`config.mk`:
```
export PLATFORM = sky130hd
export DESIGN_NAME = dac_seq_ctrl
export DESIGN_NICKNAME = d
export VERILOG_FILES = /design/src/rtl/dac_seq_pkg.sv /design/src/rtl/dac_seg_encoder.sv /design/src/rtl/dac_seq_ctrl.sv
export SDC_FILE = /design/constraint.sdc
export NUM_CORES = 1
export LEC_CHECK = 0
export BUFFER_PORTS_ARGS = -buffer_cell sky130_fd_sc_hd__buf_2
export CORE_UTILIZATION = 25
export DETAILED_ROUTE_END_ITERATION = 10
export SETUP_SLACK_MARGIN = 0.2
export SYNTH_ARGS = -nofsm -noshare
export SYNTH_HDL_FRONTEND = slang
export SYNTH_SLANG_ARGS = --single-unit
```
`constraint.sdc`:
```
create_clock -name clkin -period 4 [get_ports clkin]
set_input_delay 0.2 -clock clkin [delete_from_list [all_inputs] [get_ports clkin]]
set_output_delay 0.2 -clock clkin [all_outputs]
set_load 0.01 [all_outputs]
```
`src/rtl/dac_seq_pkg.sv`:
```
// Shared types and sizing helpers for the DAC sequencer and its segment encoder.
package dac_seq_pkg;

   typedef enum logic [1:0] {
      StOff,
      StPwrup,
      StCal,
      StRun
   } seq_state_e;

   localparam int unsigned CODE_W_DEF = 10;
   localparam int unsigned BIN_W_DEF  = 7;
   localparam int unsigned UFLOW_W    = 16;

   function automatic int unsigned therm_w(input int unsigned code_w, input int unsigned bin_w);
      return (32'd1 << (code_w - bin_w)) - 32'd1;
   endfunction

   // Width of a pointer addressing 0..n-1 thermometer cells.
   function automatic int unsigned ptr_w(input int unsigned n);
      return (n > 1) ? $clog2(n) : 1;
   endfunction

endpackage

```
`src/rtl/dac_seg_encoder.sv`:
```
// Combinational split of a DAC code into binary LSB and thermometer MSB fields.
// With DAC_SEQ_DWA_EN defined the thermometer cells are rotated by ptr.
module dac_seg_encoder
   import dac_seq_pkg::*;
#(
   parameter int unsigned CODE_W  = CODE_W_DEF,
   parameter int unsigned BIN_W   = BIN_W_DEF,
   localparam int unsigned THERM_W = therm_w(CODE_W, BIN_W)
) (
   input  logic [CODE_W-1:0]            code,
`ifdef DAC_SEQ_DWA_EN
   input  logic [ptr_w(THERM_W)-1:0]    ptr,
`endif
   output logic [BIN_W-1:0]             bin,
   output logic [THERM_W-1:0]           therm
);

   localparam int unsigned MSB_W = CODE_W - BIN_W;

   logic [MSB_W-1:0]   msb;
   logic [THERM_W-1:0] base;

   assign msb = code[CODE_W-1:BIN_W];
   assign bin = code[BIN_W-1:0];

   always_comb begin
      base = '0;
      for (int unsigned i = 0; i < THERM_W; i++) begin
         base[i] = (32'(msb) > i);
      end
   end

`ifdef DAC_SEQ_DWA_EN
   // Rotate left by ptr: the upper half of the doubled pattern is the wrapped result.
   logic [2*THERM_W-1:0] rot;
   assign rot   = {base, base} << ptr;
   assign therm = rot[2*THERM_W-1:THERM_W];
`else
   assign therm = base;
`endif

endmodule

```
`src/rtl/dac_seq_ctrl.sv`:
```
// Power-up/calibration sequencer and rate-paced sample streamer for the segmented DAC.
// Optional data-weighted averaging of the thermometer field under DAC_SEQ_DWA_EN.
module dac_seq_ctrl
   import dac_seq_pkg::*;
#(
   parameter int unsigned CODE_W    = CODE_W_DEF,
   parameter int unsigned BIN_W     = BIN_W_DEF,
   parameter int unsigned PWRUP_CYC = 64,
   parameter int unsigned CAL_CYC   = 256,
   parameter int unsigned DIV_W     = 16,
   parameter int unsigned ATB_N     = 10,
   localparam int unsigned THERM_W  = therm_w(CODE_W, BIN_W)
) (
   input  logic                clkin,
   input  logic                rst,
   input  logic                enable,
   input  logic                ramp_mode,
   input  logic [DIV_W-1:0]    rate_div,
   input  logic                s_valid,
   input  logic [CODE_W-1:0]   s_code,
   output logic                s_ready,
   input  logic [3:0]          atb_sel,
   output logic                pdb,
   output logic                cal_en,
   output logic [BIN_W-1:0]    datainbin,
   output logic [BIN_W-1:0]    datainbinb,
   output logic [THERM_W-1:0]  dataintherm,
   output logic [THERM_W-1:0]  datainthermb,
   output logic [ATB_N-1:0]    atb_ena,
   output logic                busy,
   output logic [UFLOW_W-1:0]  underflow_cnt
);

   localparam int unsigned CNT_MAX = (PWRUP_CYC > CAL_CYC) ? PWRUP_CYC : CAL_CYC;
   localparam int unsigned CNT_W   = $clog2(CNT_MAX) + 1;

   seq_state_e          state_q;
   logic [CNT_W-1:0]    cnt_q;
   logic [DIV_W-1:0]    div_q;
   logic [CODE_W-1:0]   ramp_q;

   logic [DIV_W-1:0]    term_m1;
   logic                strobe;
   logic                load;
   logic [CODE_W-1:0]   sel_code;
   logic [BIN_W-1:0]    enc_bin;
   logic [THERM_W-1:0]  enc_therm;
   logic [ATB_N-1:0]    atb_dec;

   // A rate of 0 behaves as 1; >= compare lets a shrinking period strobe at once.
   assign term_m1  = (rate_div == '0) ? '0 : rate_div - DIV_W'(1);
   assign strobe   = (state_q == StRun) && (div_q >= term_m1);
   assign s_ready  = strobe && enable && !ramp_mode;
   assign sel_code = ramp_mode ? ramp_q : s_code;
   assign load     = strobe && (ramp_mode || s_valid);

   always_comb begin
      atb_dec = '0;
      for (int unsigned i = 0; i < ATB_N; i++) begin
         atb_dec[i] = (32'(atb_sel) == i);
      end
   end

`ifdef DAC_SEQ_DWA_EN
   localparam int unsigned PTR_W = ptr_w(THERM_W);

   logic [PTR_W-1:0] ptr_q;
   logic [PTR_W-1:0] ptr_d;
   int unsigned      ptr_sum;

   always_comb begin
      ptr_sum = 32'(ptr_q) + 32'(sel_code[CODE_W-1:BIN_W]);
      if (ptr_sum >= THERM_W) begin
         ptr_sum = ptr_sum - THERM_W;
      end
      ptr_d = PTR_W'(ptr_sum);
   end
`endif

   dac_seg_encoder #(
      .CODE_W (CODE_W),
      .BIN_W  (BIN_W)
   ) u_enc (
      .code  (sel_code),
`ifdef DAC_SEQ_DWA_EN
      .ptr   (ptr_q),
`endif
      .bin   (enc_bin),
      .therm (enc_therm)
   );

   always_ff @(posedge clkin) begin
      if (rst) begin
         state_q       <= StOff;
         cnt_q         <= '0;
         div_q         <= '0;
         ramp_q        <= '0;
         pdb           <= 1'b0;
         cal_en        <= 1'b0;
         busy          <= 1'b0;
         datainbin     <= '0;
         datainbinb    <= '1;
         dataintherm   <= '0;
         datainthermb  <= '1;
         atb_ena       <= '0;
         underflow_cnt <= '0;
`ifdef DAC_SEQ_DWA_EN
         ptr_q         <= '0;
`endif
      end else if ((state_q != StOff) && !enable) begin
         // Shutdown: everything back to idle except the underflow history.
         state_q      <= StOff;
         cnt_q        <= '0;
         div_q        <= '0;
         ramp_q       <= '0;
         pdb          <= 1'b0;
         cal_en       <= 1'b0;
         busy         <= 1'b0;
         datainbin    <= '0;
         datainbinb   <= '1;
         dataintherm  <= '0;
         datainthermb <= '1;
         atb_ena      <= '0;
`ifdef DAC_SEQ_DWA_EN
         ptr_q        <= '0;
`endif
      end else begin
         unique case (state_q)
            StOff: begin
               if (enable) begin
                  state_q <= StPwrup;
                  cnt_q   <= '0;
                  pdb     <= 1'b1;
                  busy    <= 1'b1;
               end
            end
            StPwrup: begin
               if (cnt_q == CNT_W'(PWRUP_CYC - 1)) begin
                  state_q <= StCal;
                  cnt_q   <= '0;
                  cal_en  <= 1'b1;
               end else begin
                  cnt_q <= cnt_q + CNT_W'(1);
               end
            end
            StCal: begin
               if (cnt_q == CNT_W'(CAL_CYC - 1)) begin
                  state_q <= StRun;
                  cnt_q   <= '0;
                  cal_en  <= 1'b0;
                  div_q   <= '0;
                  ramp_q  <= '0;
`ifdef DAC_SEQ_DWA_EN
                  ptr_q   <= '0;
`endif
               end else begin
                  cnt_q <= cnt_q + CNT_W'(1);
               end
            end
            StRun: begin
               div_q <= strobe ? '0 : div_q + DIV_W'(1);
               if (strobe) begin
                  atb_ena <= atb_dec;
               end
               if (load) begin
                  datainbin    <= enc_bin;
                  datainbinb   <= ~enc_bin;
                  dataintherm  <= enc_therm;
                  datainthermb <= ~enc_therm;
`ifdef DAC_SEQ_DWA_EN
                  ptr_q        <= ptr_d;
`endif
               end
               if (strobe && ramp_mode) begin
                  ramp_q <= ramp_q + CODE_W'(1);
               end
               if (strobe && !ramp_mode && !s_valid && (underflow_cnt != '1)) begin
                  underflow_cnt <= underflow_cnt + UFLOW_W'(1);
               end
            end
            default: state_q <= StOff;
         endcase
      end
   end

endmodule

```
==> qor.txt <==
Outcome - complete, no violations
Ys flop type - dfxtp_1
Worst Setup SP - rate_div[9]
Clock buffer count from CTS - 9
Initial Utilization - 25.4%
Vias in the first global route - 4170
Req. time, crit path - 4.28 ns
Crit path max-delay family - simple AND/OR/NAND/NOR gates
Max_cap viols - 0
Largest net degree at the start of global routing - 35
R2R setup slack - 1.02 ns
# diodes - 0
CTS Hold Buffers Added - 0
Global route total overflow - 0
Seq cells post-synth - 93
Crit path max fanout - 28
EDFF count, synth - 0
CTS Root Cell - clkbuf_16
Post-Route WL - 12400 um
Final Setup Violations - 0
Final Worst Setup Slack - 0.560 ns
Post-layout minimum cycle time - 3.44 ns
Post_cts resized - 0
Critical Path Max Stage Delay - 0.51 ns
PortBufs - 92
Tcrit/Tclk final - 86.0%
Largest family of logic cells by synthesized area - simple AND/OR/NAND/NOR gates
Post-synthesis instance total - 593
Slowest stage cell, crit path - or4_1
CP Capture Type - register
Synth warnings - 0
Share of layout cells above drive strength 1 - 20.0%
WS Path Type - input port to register
DP Area - 5790 um^2
Post-detail-place hpwl - 9290 um
Core Area - 19500 um^2
CTS H-tree lvls - 3
DR WL/cell - 12.9 um
Total track usage - 12.4%
Leak Pwr - 2.47 nW
HP Start - enable
Post-synth top cells - 93 x dfxtp_1, 71 x nand2_1, 49 x a21oi_1, 36 x nand3_1, 35 x o21ai_0
Worst-Skew Late Latency - 0.35 ns
Clock Skew - 0.00718 ns
Setup TNS - 0 ns
R2R Path Start - cnt_q[0]$_SDFFE_PP0P_
DRT Pass-1 Iters - 4
Top post-synthesis cells by area - dfxtp_1 38%, ha_1 7.6%, nand2_1 5.4%, a21oi_1 5.0%, nand3_1 3.6%
Peak supply drop - 0.000208 V
CTS clk-pin slew, worst paths - 0.07 ns
Post-Synth Simple-Gate Area - 25.2%
Vias after detailed routing - 4521
Crit path DAT - 3.72 ns
Cell taking the most area after synthesis - dfxtp_1
Hold Crit Class - input port to register
Tot Pwr - 0.00221 W
Post-Synth Adder-Cell Area - 7.58%
DR iter-0 viols - 258
Nets - 756
Layout Area Growth over Synthesis - 23.1%
# rows - 51
CTS tree - done
Synth async-reset ratio - 0%
Relative slew slack - 45.5%
Netlist cell types - 53
Antenna violations before repair - 0
Vias per inst - 4.70
Clk buf depth - 2
Syn Std Cell Area - 4950 um^2
Post-synthesis compound-gate area fraction - 19.2%
Die area - 20400 um^2
First-pass GRT wire length - 20300 um
Setup crit start kind - input port
Register area share after synthesis - 37.6%
Die Y - 143 um
Final hold vios - 0
Count leader, synth - dfxtp_1
Max-slew violations - 0
Syn Nets - 658
Post-DRT Antenna Nets - 0
DRC viols - 0
WP buf/inv - 4
Xor/xnor cell area share of the yosys netlist - 4.60%
Power Density - 363 nW/um^2
Setup repair bufs after CTS - 0
Crit-path cells - buf_2, nor4_1, buf_4, nand2b_1, or3_1, nor3_1, xor2_1, nand2_1, ha_1, nand4_1, or2_1, a311oi_4, buf_4, o31ai_2, buf_12, or4_1, a21oi_1
CTS sink cnt - 93
CP most frequent cell - buf_4
Worst Max-Slew Pin Slew - 0.813 ns
Final Cell Area - 6090 um^2
Fmax - 291 MHz
Multiplexer share of the synthesized area - 2.48%
Die X - 143 um
FILL cells - 2069
Post-synth top area share - 37.6%
RSZ-0062 raised after global routing - false
Dpl ws - 0.154 ns
RD Place Congestion - 0.769
# IOs - 93
Syn Area/Cell - 8.35 um^2
==> cell families after synthesis <==
| logic type | after synthesis |
|---|---|
| AND/OR/NAND/NOR | 245 |
| AO/OA/AOI/OAI | 149 |
| flip-flops | 93 |
| buffers and inverters | 38 |
| adder cells (fa/ha/maj) | 30 |
| XOR/XNOR | 26 |
| multiplexers | 12 |
==> cell type report <==
type / instances / area (um^2) / area share (%)
clock buffers: 9 / 225 / 3.70
clock inverters: 7 / 65.1 / 1.07
inverters: 13 / 48.8 / 0.801
multi-input cells: 462 / 2940 / 48.2
flip-flops and latches: 93 / 1860 / 30.6
well taps: 265 / 332 / 5.44
repair buffers: 112 / 623 / 10.2
==> tightest hold or removal path, stage by stage <==
cell	delay, ns
buf_2	0.13
nand2_1	0.07
a21oi_1	0.05
==> report_power, final <==
group | internal [W] | switching [W]
sequential | 0.000944 | 0.0000214
clock | 0.000437 | 0.000401
combinational | 0.000132 | 0.000274
==> worst paths after layout <==
check | to | cells after the start
setup / recovery | underflow_cnt[14]$_SDFFE_PP0P_ | 17
hold / removal | busy$_SDFFE_PP0P_ | 3
setup reg to reg | div_q[12]$_SDFFE_PP0P_ | 13
hold reg to reg | datainbinb[3]$_SDFFE_PP1P_ | 2
==> sequential cells by signal, summed over array words and instances (netlist names) <==
signal	count
state_q	2
underflow_cnt	16
busy	1
cal_en	1
datainbinb	7
ramp_q	10
datainthermb	7
cnt_q	9
datainbin	7
div_q	16
dataintherm	7
atb_ena	10
==> stage by stage <==
stage | std cells | hold WS (ns) | utilization, %
global route | 961 | 0.152 | 31.3
detailed placement | 945 | 0.433 | 29.8
floorplan | 593 | 0.345 | -
global placement | 945 | 0.429 | 29.8
CTS | 961 | 0.131 | 31.3
finish | 961 | 0.148 | 31.3
==> cell usage in the layout (no fill, tap or decap), drive strengths merged, types with 2 or more instances in the layout <==
master and instances:
or3 16, a221o 3, o31a 5, nor3 11, clkbuf 9, nand3b 2, clkinv 2, nor2 34
nand2b 12, o31ai 12, a31oi 6, ha 30, a211oi 3, and2 5, nand2 71, dfxtp 93
nand4 15, nor3b 3, mux2 2, o41ai 3, o21a 7, a311oi 2, buf 112, or2 3
a21o 5, and3 7, o21ai 40, or4 15, nor2b 4, xnor2 8, o211ai 5, a21oi 49
a22o 2, inv 17, nand3 36, mux2i 10, nor4 9, xor2 18
==> per-layer routing <==
layer	up-vias	global-route usage (%)	wire, um
met5	-	0	0
met4	0	3.74	117
met3	7	2.41	533
met2	93	19.9	5570
met1	2051	16.7	6160
li1	2370	-	-
(Power assumes the default switching activity.)
